### src/rtl/sramlike_if.sv
// sram-like bus (req/addr_ok/data_ok) between an arbiter or CPU port (master)
// and a cache or AXI bridge (slave).
interface sramlike_if #(
  parameter int AW = 32,
  parameter int DW = 32
);
  logic          req;
  logic          wr;
  logic [1:0]    size;
  logic [AW-1:0] addr;
  logic [DW-1:0] wdata;
  logic          addr_ok;
  logic          data_ok;
  logic [DW-1:0] rdata;

  modport master (output req, wr, size, addr, wdata, input addr_ok, data_ok, rdata);
  modport slave  (input req, wr, size, addr, wdata, output addr_ok, data_ok, rdata);
endinterface

### src/rtl/sramlike_arbiter.sv
// NCH-channel sram-like arbiter with an in-order response router (order FIFO).
// Define RR_ARB_EN for round-robin arbitration; otherwise fixed priority, channel 0 highest.
module sramlike_arbiter #(
  parameter int NCH   = 2,
  parameter int AW    = 32,
  parameter int DW    = 32,
  parameter int DEPTH = 4
) (
  input  logic              clk,
  input  logic              resetn,
  input  logic [NCH-1:0]    ch_req,
  input  logic [NCH-1:0]    ch_wr,
  input  logic [2*NCH-1:0]  ch_size,
  input  logic [AW*NCH-1:0] ch_addr,
  input  logic [DW*NCH-1:0] ch_wdata,
  output logic [NCH-1:0]    ch_addr_ok,
  output logic [NCH-1:0]    ch_data_ok,
  output logic [DW-1:0]     ch_rdata,
  sramlike_if.master        m,
  output logic              err
);
  localparam int IW = (NCH > 1) ? $clog2(NCH) : 1;
  localparam int PW = (DEPTH > 1) ? $clog2(DEPTH) : 1;
  localparam int CW = PW + 1;

  function automatic logic [NCH-1:0] onehot(input logic [IW-1:0] idx);
    logic [NCH-1:0] v;
    v = {NCH{1'b0}};
    for (int i = 0; i < NCH; i++) begin
      v[i] = (IW'(i) == idx);
    end
    return v;
  endfunction

  logic [CW-1:0]  count_q, count_d;
  logic [PW-1:0]  wptr_q, wptr_d, rptr_q, rptr_d;
  logic [IW-1:0]  fifo_q [DEPTH];
  logic [IW-1:0]  fifo_d [DEPTH];
  logic           lock_q, lock_d;
  logic [IW-1:0]  lock_id_q, lock_id_d;
  logic           err_q, err_d;
`ifdef RR_ARB_EN
  logic [IW-1:0]  rr_q, rr_d;
  logic [IW-1:0]  cand_s;
`endif

  logic           full_s;
  logic [NCH-1:0] elig_s;
  logic [IW-1:0]  grant_s;
  logic           gvalid_s;
  logic           push_s;
  logic           pop_s;
  logic [IW-1:0]  head_s;

  // Grant selection: a stalled request keeps its channel until accepted.
  always_comb begin
    full_s   = (count_q == CW'(DEPTH));
    elig_s   = full_s ? {NCH{1'b0}} : ch_req;
    grant_s  = {IW{1'b0}};
    gvalid_s = 1'b0;
`ifdef RR_ARB_EN
    cand_s   = {IW{1'b0}};
`endif
    if (lock_q) begin
      grant_s  = lock_id_q;
      gvalid_s = ch_req[lock_id_q];
    end else begin
`ifdef RR_ARB_EN
      for (int i = 0; i < NCH; i++) begin
        cand_s = IW'((int'(rr_q) + i + 32'sd1) % NCH);
        if (!gvalid_s && elig_s[cand_s]) begin
          grant_s  = cand_s;
          gvalid_s = 1'b1;
        end else begin
          gvalid_s = gvalid_s;
        end
      end
`else
      for (int i = NCH - 1; i >= 0; i--) begin
        if (elig_s[i]) begin
          grant_s  = IW'(i);
          gvalid_s = 1'b1;
        end else begin
          gvalid_s = gvalid_s;
        end
      end
`endif
    end
  end

  // Master port mux and zero-latency handshake/response routing.
  always_comb begin
    m.req      = gvalid_s;
    m.wr       = gvalid_s & ch_wr[grant_s];
    m.size     = gvalid_s ? ch_size[int'(grant_s)*2 +: 2] : 2'b00;
    m.addr     = gvalid_s ? ch_addr[int'(grant_s)*AW +: AW] : {AW{1'b0}};
    m.wdata    = gvalid_s ? ch_wdata[int'(grant_s)*DW +: DW] : {DW{1'b0}};
    push_s     = gvalid_s & m.addr_ok;
    pop_s      = m.data_ok & (count_q != {CW{1'b0}});
    head_s     = fifo_q[rptr_q];
    ch_addr_ok = push_s ? onehot(grant_s) : {NCH{1'b0}};
    ch_data_ok = pop_s ? onehot(head_s) : {NCH{1'b0}};
    ch_rdata   = pop_s ? m.rdata : {DW{1'b0}};
    err        = err_q;
  end

  // Next-state: order FIFO, lock tracking, sticky error, rr pointer.
  always_comb begin
    fifo_d    = fifo_q;
    wptr_d    = wptr_q;
    rptr_d    = rptr_q;
    count_d   = count_q;
    lock_d    = lock_q;
    lock_id_d = lock_id_q;
    if (push_s) begin
      fifo_d[wptr_q] = grant_s;
      wptr_d         = wptr_q + PW'(1'b1);
    end else begin
      wptr_d = wptr_q;
    end
    if (pop_s) begin
      rptr_d = rptr_q + PW'(1'b1);
    end else begin
      rptr_d = rptr_q;
    end
    case ({push_s, pop_s})
      2'b10:   count_d = count_q + CW'(1'b1);
      2'b01:   count_d = count_q - CW'(1'b1);
      default: count_d = count_q;
    endcase
    if (push_s) begin
      lock_d = 1'b0;
    end else if (gvalid_s) begin
      lock_d    = 1'b1;
      lock_id_d = grant_s;
    end else begin
      // A locked channel that withdrew its request releases the lock.
      lock_d = 1'b0;
    end
    err_d = err_q
          | (m.data_ok & (count_q == {CW{1'b0}}))
          | (lock_q & ~ch_req[lock_id_q]);
`ifdef RR_ARB_EN
    rr_d = push_s ? grant_s : rr_q;
`endif
  end

  // State registers.
  always_ff @(posedge clk or negedge resetn) begin
    if (!resetn) begin
      for (int i = 0; i < DEPTH; i++) begin
        fifo_q[i] <= {IW{1'b0}};
      end
      wptr_q    <= {PW{1'b0}};
      rptr_q    <= {PW{1'b0}};
      count_q   <= {CW{1'b0}};
      lock_q    <= 1'b0;
      lock_id_q <= {IW{1'b0}};
      err_q     <= 1'b0;
`ifdef RR_ARB_EN
      rr_q      <= {IW{1'b0}};
`endif
    end else begin
      fifo_q    <= fifo_d;
      wptr_q    <= wptr_d;
      rptr_q    <= rptr_d;
      count_q   <= count_d;
      lock_q    <= lock_d;
      lock_id_q <= lock_id_d;
      err_q     <= err_d;
`ifdef RR_ARB_EN
      rr_q      <= rr_d;
`endif
    end
  end
endmodule

### src/flat_wrapper.sv
// flat-port wrapper written by rule: the top's interface ports become plain ports
module sramlike_arbiter_flat 
#(
  parameter int NCH   = 2,
  parameter int AW    = 32,
  parameter int DW    = 32,
  parameter int DEPTH = 4
)
  (clk, resetn, ch_req, ch_wr, ch_size, ch_addr, ch_wdata, ch_addr_ok, ch_data_ok, ch_rdata, err, m_req, m_wr, m_size, m_addr, m_wdata, m_addr_ok, m_data_ok, m_rdata);
  sramlike_if #(.AW(AW), .DW(DW)) m_i ();
  input  logic clk;
  input  logic resetn;
  input  logic [NCH-1:0] ch_req;
  input  logic [NCH-1:0] ch_wr;
  input  logic [2*NCH-1:0] ch_size;
  input  logic [AW*NCH-1:0] ch_addr;
  input  logic [DW*NCH-1:0] ch_wdata;
  output logic [NCH-1:0] ch_addr_ok;
  output logic [NCH-1:0] ch_data_ok;
  output logic [DW-1:0] ch_rdata;
  output logic err;
  output wire logic [$bits(m_i.req)-1:0] m_req;
  output wire logic [$bits(m_i.wr)-1:0] m_wr;
  output wire logic [$bits(m_i.size)-1:0] m_size;
  output wire logic [$bits(m_i.addr)-1:0] m_addr;
  output wire logic [$bits(m_i.wdata)-1:0] m_wdata;
  input wire logic [$bits(m_i.addr_ok)-1:0] m_addr_ok;
  input wire logic [$bits(m_i.data_ok)-1:0] m_data_ok;
  input wire logic [$bits(m_i.rdata)-1:0] m_rdata;
  assign m_req = m_i.req;
  assign m_wr = m_i.wr;
  assign m_size = m_i.size;
  assign m_addr = m_i.addr;
  assign m_wdata = m_i.wdata;
  assign m_i.addr_ok = m_addr_ok;
  assign m_i.data_ok = m_data_ok;
  assign m_i.rdata = m_rdata;
  sramlike_arbiter #(.NCH(NCH), .AW(AW), .DW(DW), .DEPTH(DEPTH)) u_core (.clk(clk), .resetn(resetn), .ch_req(ch_req), .ch_wr(ch_wr), .ch_size(ch_size), .ch_addr(ch_addr), .ch_wdata(ch_wdata), .ch_addr_ok(ch_addr_ok), .ch_data_ok(ch_data_ok), .ch_rdata(ch_rdata), .m(m_i), .err(err));
endmodule
### config.mk
export PLATFORM = sky130hd
export DESIGN_NAME = sramlike_arbiter_flat
export DESIGN_NICKNAME = d
export VERILOG_FILES = /design/src/rtl/sramlike_if.sv /design/src/rtl/sramlike_arbiter.sv /design/src/flat_wrapper.sv
export SDC_FILE = /design/constraint.sdc
export NUM_CORES = 1
export LEC_CHECK = 0
export ABC_CLOCK_PERIOD_IN_PS = 2200
export BUFFER_PORTS_ARGS = -buffer_cell sky130_fd_sc_hd__buf_2
export CAP_MARGIN = 20
export CORE_AREA = 2 2 108 110
export CTS_CLUSTER_DIAMETER = 50
export CTS_CLUSTER_SIZE = 40
export DETAILED_ROUTE_END_ITERATION = 16
export DIE_AREA = 0 0 110 112
export PLACE_DENSITY = 0.52
export REMOVE_ABC_BUFFERS = 1
export SETUP_SLACK_MARGIN = 0.1
export SKIP_LAST_GASP = 1
export SLEW_MARGIN = 10
export SYNTH_ARGS = -nofsm -noshare
export SYNTH_HDL_FRONTEND = slang
export SYNTH_SLANG_ARGS = --single-unit
### constraint.sdc
create_clock -name clk -period 2.2 [get_ports clk]
set_input_delay 0.44 -clock clk [delete_from_list [all_inputs] [get_ports clk]]
set_output_delay 0.44 -clock clk [all_outputs]
set_load 0.05 [all_outputs]
==> results of run 1 <==
## cells in the mapped netlist
master    number  area, sq um
buf_6          7         78.8
nor3_1         1         5.00
or4b_1         1         10.0
nor2_1         5         18.8
inv_1          9         33.8
fa_1           1         20.0
mux2i_1        1         10.0
o211ai_2       1         12.5
nand2_1      135          507
o21ai_0        1         5.00
mux2_2         2         22.5
xnor2_1        3         26.3
a32o_1         1         10.0
a21oi_2       10         87.6
dfrtp_1       14          350
nor2b_1        2         12.5
a31oi_1        8         50.1
or2_2          1         6.26
xor2_1         3         26.3
mux4_2         1         22.5
ha_1           5         62.6
a21oi_1       60          300
a32oi_4        1         27.5
and2_1        33          206
nor2_2         1         6.26
buf_2          4         20.0
clkbuf_1      12         45.0
buf_4          2         15.0
or3b_4         1         11.3
## where the power goes
group	leakage (uW)	internal, uW	switching, uW
Sequential	0.000161	382	88.3
Combinational	0.00262	2900	4070
Clock	0.0000442	276	114
Total	0.00282	3560	4280
## cells by family after synthesis
kind of cell,count (synthesis),synth area share
simple gates,180,0.390
compound gates,82,0.245
buf+inv,34,0.0959
flops,14,0.174
xor+xnor,6,0.0262
fa+ha+maj,6,0.0411
mux,4,0.0274
## flip-flops by register name (all words and copies together) (netlist names)
name              flops
u_core.count_q        3
u_core.err            1
u_core.fifo_q         4
u_core.lock_id_q      1
u_core.lock_q         1
u_core.rptr_q         2
u_core.wptr_q         2
## cell type report
class                           instances  area (sq um)
Clock buffer                            4          88.8
Tap cell                              143           179
Sequential cell                        14           350
Multi-Input combinational cell        278          2080
Fill cell                            1015          5460
Timing Repair Buffer                  344          2970
Inverter                                9          37.5
## how the worst min path moves through the flow
stage	cells past startpoint	to	from
2_1_floorplan	0	u_core.count_q[0]$_DFFE_PN0P_	resetn
3_3_place_gp	1	u_core.err$_DFF_PN0_	resetn
3_5_place_dp	1	u_core.err$_DFF_PN0_	resetn
4_1_cts	1	u_core.err$_DFF_PN0_	resetn
5_1_grt	1	u_core.count_q[2]$_DFFE_PN0P_	resetn
6_report	1	u_core.err$_DFF_PN0_	resetn
## stage by stage
step / std cells / cell area, sq um / setup slack [ps] / util / power (uW)
2_1_floorplan: 301 / 1850 / -1610 / - / 3620
3_3_place_gp: 749 / 3790 / -229 / 0.339 / 5130
3_5_place_dp: 749 / 3790 / -261 / 0.339 / 5150
4_1_cts: 769 / 4750 / -335 / 0.425 / 6770
5_1_grt: 792 / 5710 / -449 / 0.511 / 8170
6_report: 792 / 5710 / -401 / 0.511 / 7830
## placed cells by master (no fill, tap or decap), types with 14 or more instances in the layout
cell type	instances
a21oi_4	17
buf_12	17
a21oi_2	41
buf_4	40
nand2_4	29
nand2_1	98
dfrtp_1	14
and2_1	30
buf_6	94
buf_2	173
## worst reg2reg max path: cells and delay by family, from the launching register on
kind	cells	cell delay [ps]
flip-flops	1	390
buffers and inverters	3	280
AND/OR/NAND/NOR	3	720
XOR/XNOR	2	300
AO/OA/AOI/OAI	1	150
adder cells (fa/ha/maj)	2	460
## timing repair
item | 4_1_cts | 5_1_grt
setup buffers | 10 | 18
endpoints found under the setup margin | 106 | 106
resized for setup | 187 | 216
gates cloned | 6 | 7
pin swaps | 31 | 63
hold buffers | 0 | 0
## layer usage
layer | global-route usage | vias up
met1 | 0.203 | 1680
li1 | - | 1707
met4 | 0.0667 | 0
met5 | 0 | -
met3 | 0.0322 | 29
met2 | 0.324 | 212
==> impl_metrics.env, run 1 <==
export IMPL_status="complete, but fails checks"
export IMPL_violations="setup timing"
export IMPL_p_per_area_nw_per_um2=1370
export IMPL_start_util=0.180
export IMPL_cp_cell_sequence="buf_4 > or4b_4 > o211ai_4 > buf_12 > buf_12 > buf_2 > a21oi_1 > buf_4"
export IMPL_setup_viol=72
export IMPL_worst_pin_slew_ps=329
export IMPL_h_tree_depth=1
export IMPL_wl_met1_um=4880
export IMPL_critPathCapture="m_addr[4]"
export IMPL_cts_buffer_depth=2
export IMPL_min_period_over_period=1.18
export IMPL_crit_arrival_ps=2160
export IMPL_vias=3628
export IMPL_hp_class="primary input to async pin"
export IMPL_fmax_mhz=384
export IMPL_grt_max_degree=21
export IMPL_cts_tree="yes"
export IMPL_critPathMaxFanout=4
export IMPL_avgSynthCellArea_sq_um=6.16
export IMPL_gr_usage_all_layers=0.179
export IMPL_fin_ws_ps=-401
export IMPL_yosysWarnings=0
export IMPL_final_nets=828
export IMPL_ir_drop_mv=0.717
export IMPL_startpoint="u_core.count_q[0]$_DFFE_PN0P_"
export IMPL_grt_pass1_wl_um=17100
export IMPL_vias_per_cell=4.58
export IMPL_die_h_um=112
export IMPL_crit_required_ps=1760
export IMPL_port_buffers=276
export IMPL_crit_path_start_kind="flop"
export IMPL_cap_violations=0
export IMPL_place_gp_congestion=0.864
export IMPL_final_setup_tns_ps=-24850
export IMPL_r2r_start="u_core.count_q[0]$_DFFE_PN0P_"
export IMPL_antenna_found_initial=0
export IMPL_postSynthCellCount=326
export IMPL_wire_per_inst_um=16.8
export IMPL_ant_nets=0
export IMPL_floorplan_rows=39
export IMPL_cp_num_buf_inv=5
export IMPL_reg2reg_to="u_core.count_q[2]$_DFFE_PN0P_"
export IMPL_r2r_slack_ps=-190
export IMPL_slew_violations=0
export IMPL_synth_area_sq_um=2010
export IMPL_crit_cells=8
export IMPL_rsz0062_at_grt="true"
export IMPL_grt_pass1_vias=3503
export IMPL_core_area_sq_um=11200
export IMPL_dieWidth_um=110
export IMPL_slowest_stage="or4b_4"
export IMPL_route_met3_wl_um=1120
export IMPL_synth_cell_types=29
export IMPL_clock_sinks=14
export IMPL_first_pass_iters=4
export IMPL_ys_seq_area_frac=0.174
export IMPL_finalHoldViolCount=0
export IMPL_fin_crit_ps=2600
export IMPL_diodes=0
export IMPL_maxUsedRoutingLayer="met4"
export IMPL_clock_root_buffer="clkbuf_16"
export IMPL_drc=0
export IMPL_io_pins=277
export IMPL_cp_end_kind="output pin"
export IMPL_drive_above_1_share=0.716
export IMPL_critPathMaxStageDelay_ps=520
export IMPL_rr_worst_depth=11
export IMPL_grt_remaining_overflow=0
export IMPL_p_leak_uw=0.00282
export IMPL_cts_buffers=3
export IMPL_wl_um=13300
export IMPL_hold_slack_ps=85.4
export IMPL_dieArea_sq_um=12300
export IMPL_relSlewSlack=0.781
export IMPL_hpwl_um=8370
export IMPL_clkTransAtPathRegs_ps=50
export IMPL_drt_iter0_markers=97
export IMPL_path_delay_family="buffers and inverters"
export IMPL_wl_met2_um=6920
export IMPL_skew_ps=1.84
export IMPL_area_growth_pct=184
export IMPL_insertion_delay_ps=250
export IMPL_ys_seq_elements=14
export IMPL_criticalPathCategory="flop to output pin"
No activity file was read; power rests on OpenSTA's default activity.
==> inputs of run 2 (changes only) <==
--- a/config.mk
+++ b/config.mk
@@ -6,7 +6,7 @@
 export NUM_CORES = 1
 export LEC_CHECK = 0
 export ABC_CLOCK_PERIOD_IN_PS = 2200
-export BUFFER_PORTS_ARGS = -buffer_cell sky130_fd_sc_hd__buf_2
+export BUFFER_PORTS_ARGS = -buffer_cell sky130_fd_sc_hd__buf_4
 export CAP_MARGIN = 20
 export CORE_AREA = 2 2 108 110
 export CTS_CLUSTER_DIAMETER = 50
==> run 2 against run 1 <==
The flow still finishes with violations (setup timing); clock skew is essentially flat; flip-flop and latch count unchanged; setup slack better by 34 ps; clock power shrank 4%; core utilization shrank 3.6 points; via count decreased by 6.8%.
==> impl_metrics.env, run 2 (synthesis gave the netlist of run 1 again) <==
export IMPL_status="complete, but fails checks"
export IMPL_violations="setup timing"
export IMPL_cts_buffer_depth=2
export IMPL_die_h_um=112
export IMPL_drc=0
export IMPL_path_delay_family="simple AND/OR/NAND/NOR gates"
export IMPL_route_met3_wl_um=1230
export IMPL_diodes=0
export IMPL_ir_drop_mv=0.717
export IMPL_multi_input_area_sq_um=1790
export IMPL_wire_per_inst_um=16.1
export IMPL_grt_pass1_wl_um=17000
export IMPL_largest_reg_flops=4
export IMPL_final_nets=802
export IMPL_hpwl_um=9070
export IMPL_clock_root_buffer="clkbuf_16"
export IMPL_drive_above_1_share=0.636
export IMPL_wl_met1_um=4450
export IMPL_skew_ps=1.69
export IMPL_placed_cell_area_sq_um=4290
export IMPL_crit_required_ps=1760
export IMPL_hp_class="primary input to async pin"
export IMPL_slew_violations=0
export IMPL_p_per_area_nw_per_um2=1290
export IMPL_clock_sinks=14
export IMPL_top_regs="u_core.fifo_q x4, u_core.count_q x3"
export IMPL_final_util=0.475
export IMPL_drt_iter0_markers=90
export IMPL_cts_buffers=3
export IMPL_port_buffers=276
export IMPL_postCtsHoldBufs=0
export IMPL_area_growth_pct=164
export IMPL_slowest_stage="or3b_4"
export IMPL_wl_um=12300
export IMPL_fin_area_sq_um=5310
export IMPL_antenna_found_initial=0
export IMPL_mostFrequentLayoutCells="buf_4 (245), nand2_1 (112), buf_6 (53)"
export IMPL_place_gp_congestion=0.957
export IMPL_cts_tree="yes"
export IMPL_h_tree_depth=1
export IMPL_maxUsedRoutingLayer="met4"
export IMPL_cp_num_buf_inv=3
export IMPL_cp_cell_sequence="or3b_4 > a32oi_4 > buf_6 > buf_6 > nand2_1 > a21oi_2 > buf_6"
export IMPL_final_common_cell="buf_4"
export IMPL_first_pass_iters=4
export IMPL_vias_per_cell=4.41
export IMPL_critPathMaxFanout=4
export IMPL_fin_ws_ps=-367
export IMPL_ant_nets=0
export IMPL_min_period_over_period=1.17
export IMPL_dieArea_sq_um=12300
export IMPL_crit_arrival_ps=2130
export IMPL_criticalPathCategory="flop to output pin"
export IMPL_fmax_mhz=390
export IMPL_grt_remaining_overflow=0
export IMPL_gr_usage_all_layers=0.179
export IMPL_fin_crit_ps=2570
export IMPL_max_flop_register="u_core.fifo_q"
export IMPL_vias=3380
export IMPL_cp_end_kind="output pin"
export IMPL_floorplan_rows=39
export IMPL_grt_pass1_vias=3312
export IMPL_wl_met2_um=6390
export IMPL_relSlewSlack=0.832
export IMPL_start_util=0.180
export IMPL_p_leak_uw=0.00268
export IMPL_hold_slack_ps=38.0
export IMPL_worst_pin_slew_ps=251
export IMPL_insertion_delay_ps=240
export IMPL_io_pins=277
export IMPL_setup_viol=71
export IMPL_clkTransAtPathRegs_ps=50
export IMPL_core_area_sq_um=11200
export IMPL_finalHoldViolCount=0
export IMPL_crit_path_start_kind="flop"
export IMPL_fillCellCount=1104
export IMPL_cap_violations=0
export IMPL_dieWidth_um=110
export IMPL_grt_max_degree=30
export IMPL_register_area_sq_um=350
export IMPL_rsz0062_at_grt="true"
export IMPL_worst_path_most_repeated_cell="buf_6"
export IMPL_critPathMaxStageDelay_ps=430
## run 2: where the power goes
part	switching (uW)	internal (uW)
sequential	95.2	382
clock	101	275
combinational	3680	2320
## run 2: cell type report
| type | count | area share |
|---|---|---|
| multi-input combinational | 278 | 0.337 |
| inverter | 9 | 0.00636 |
| clock buffer | 4 | 0.0167 |
| tap | 143 | 0.0337 |
| timing repair buffer | 318 | 0.540 |
| sequential | 14 | 0.0660 |
## run 2: final timing paths
check	from	to	slack, ps	cells past startpoint
worst max-delay path	u_core.count_q[1]$_DFFE_PN0P_	m_size[0]	-370	7
worst min-delay path	resetn	u_core.err$_DFF_PN0_	40	1
worst max register to register	u_core.count_q[0]$_DFFE_PN0P_	u_core.count_q[2]$_DFFE_PN0P_	-130	10
worst min register to register	u_core.rptr_q[1]$_DFFE_PN0N_	u_core.rptr_q[1]$_DFFE_PN0N_	500	1
max in group asynchronous	resetn	u_core.rptr_q[1]$_DFFE_PN0N_	1990	1
min in group clk	m_addr_ok	u_core.lock_q$_DFF_PN0_	410	2
## run 2: repair_timing
item | 4_1_cts | 5_1_grt
cloned | 6 | 5
setup endpoints to repair | 106 | 102
pin swaps | 26 | 19
buffers inserted | 8 | 5
gates resized for setup | 102 | 52
## run 2: per-layer routing
layer | up-vias | track usage
met5 | - | 0
met4 | 0 | 0.0473
met3 | 14 | 0.0451
met2 | 193 | 0.323
met1 | 1524 | 0.205
li1 | 1649 | -
## run 2: per-stage QoR
stage | power [uW] | setup WS [ps] | instances | TNS (ps)
2_1_floorplan | 3620 | -1610 | 301 | -105580
3_3_place_gp | 5290 | -239 | 739 | -2140
3_5_place_dp | 5320 | -282 | 739 | -3410
4_1_cts | 6540 | -279 | 757 | -16800
5_1_grt | 7210 | -394 | 766 | -23900
6_report | 6850 | -367 | 766 | -20220
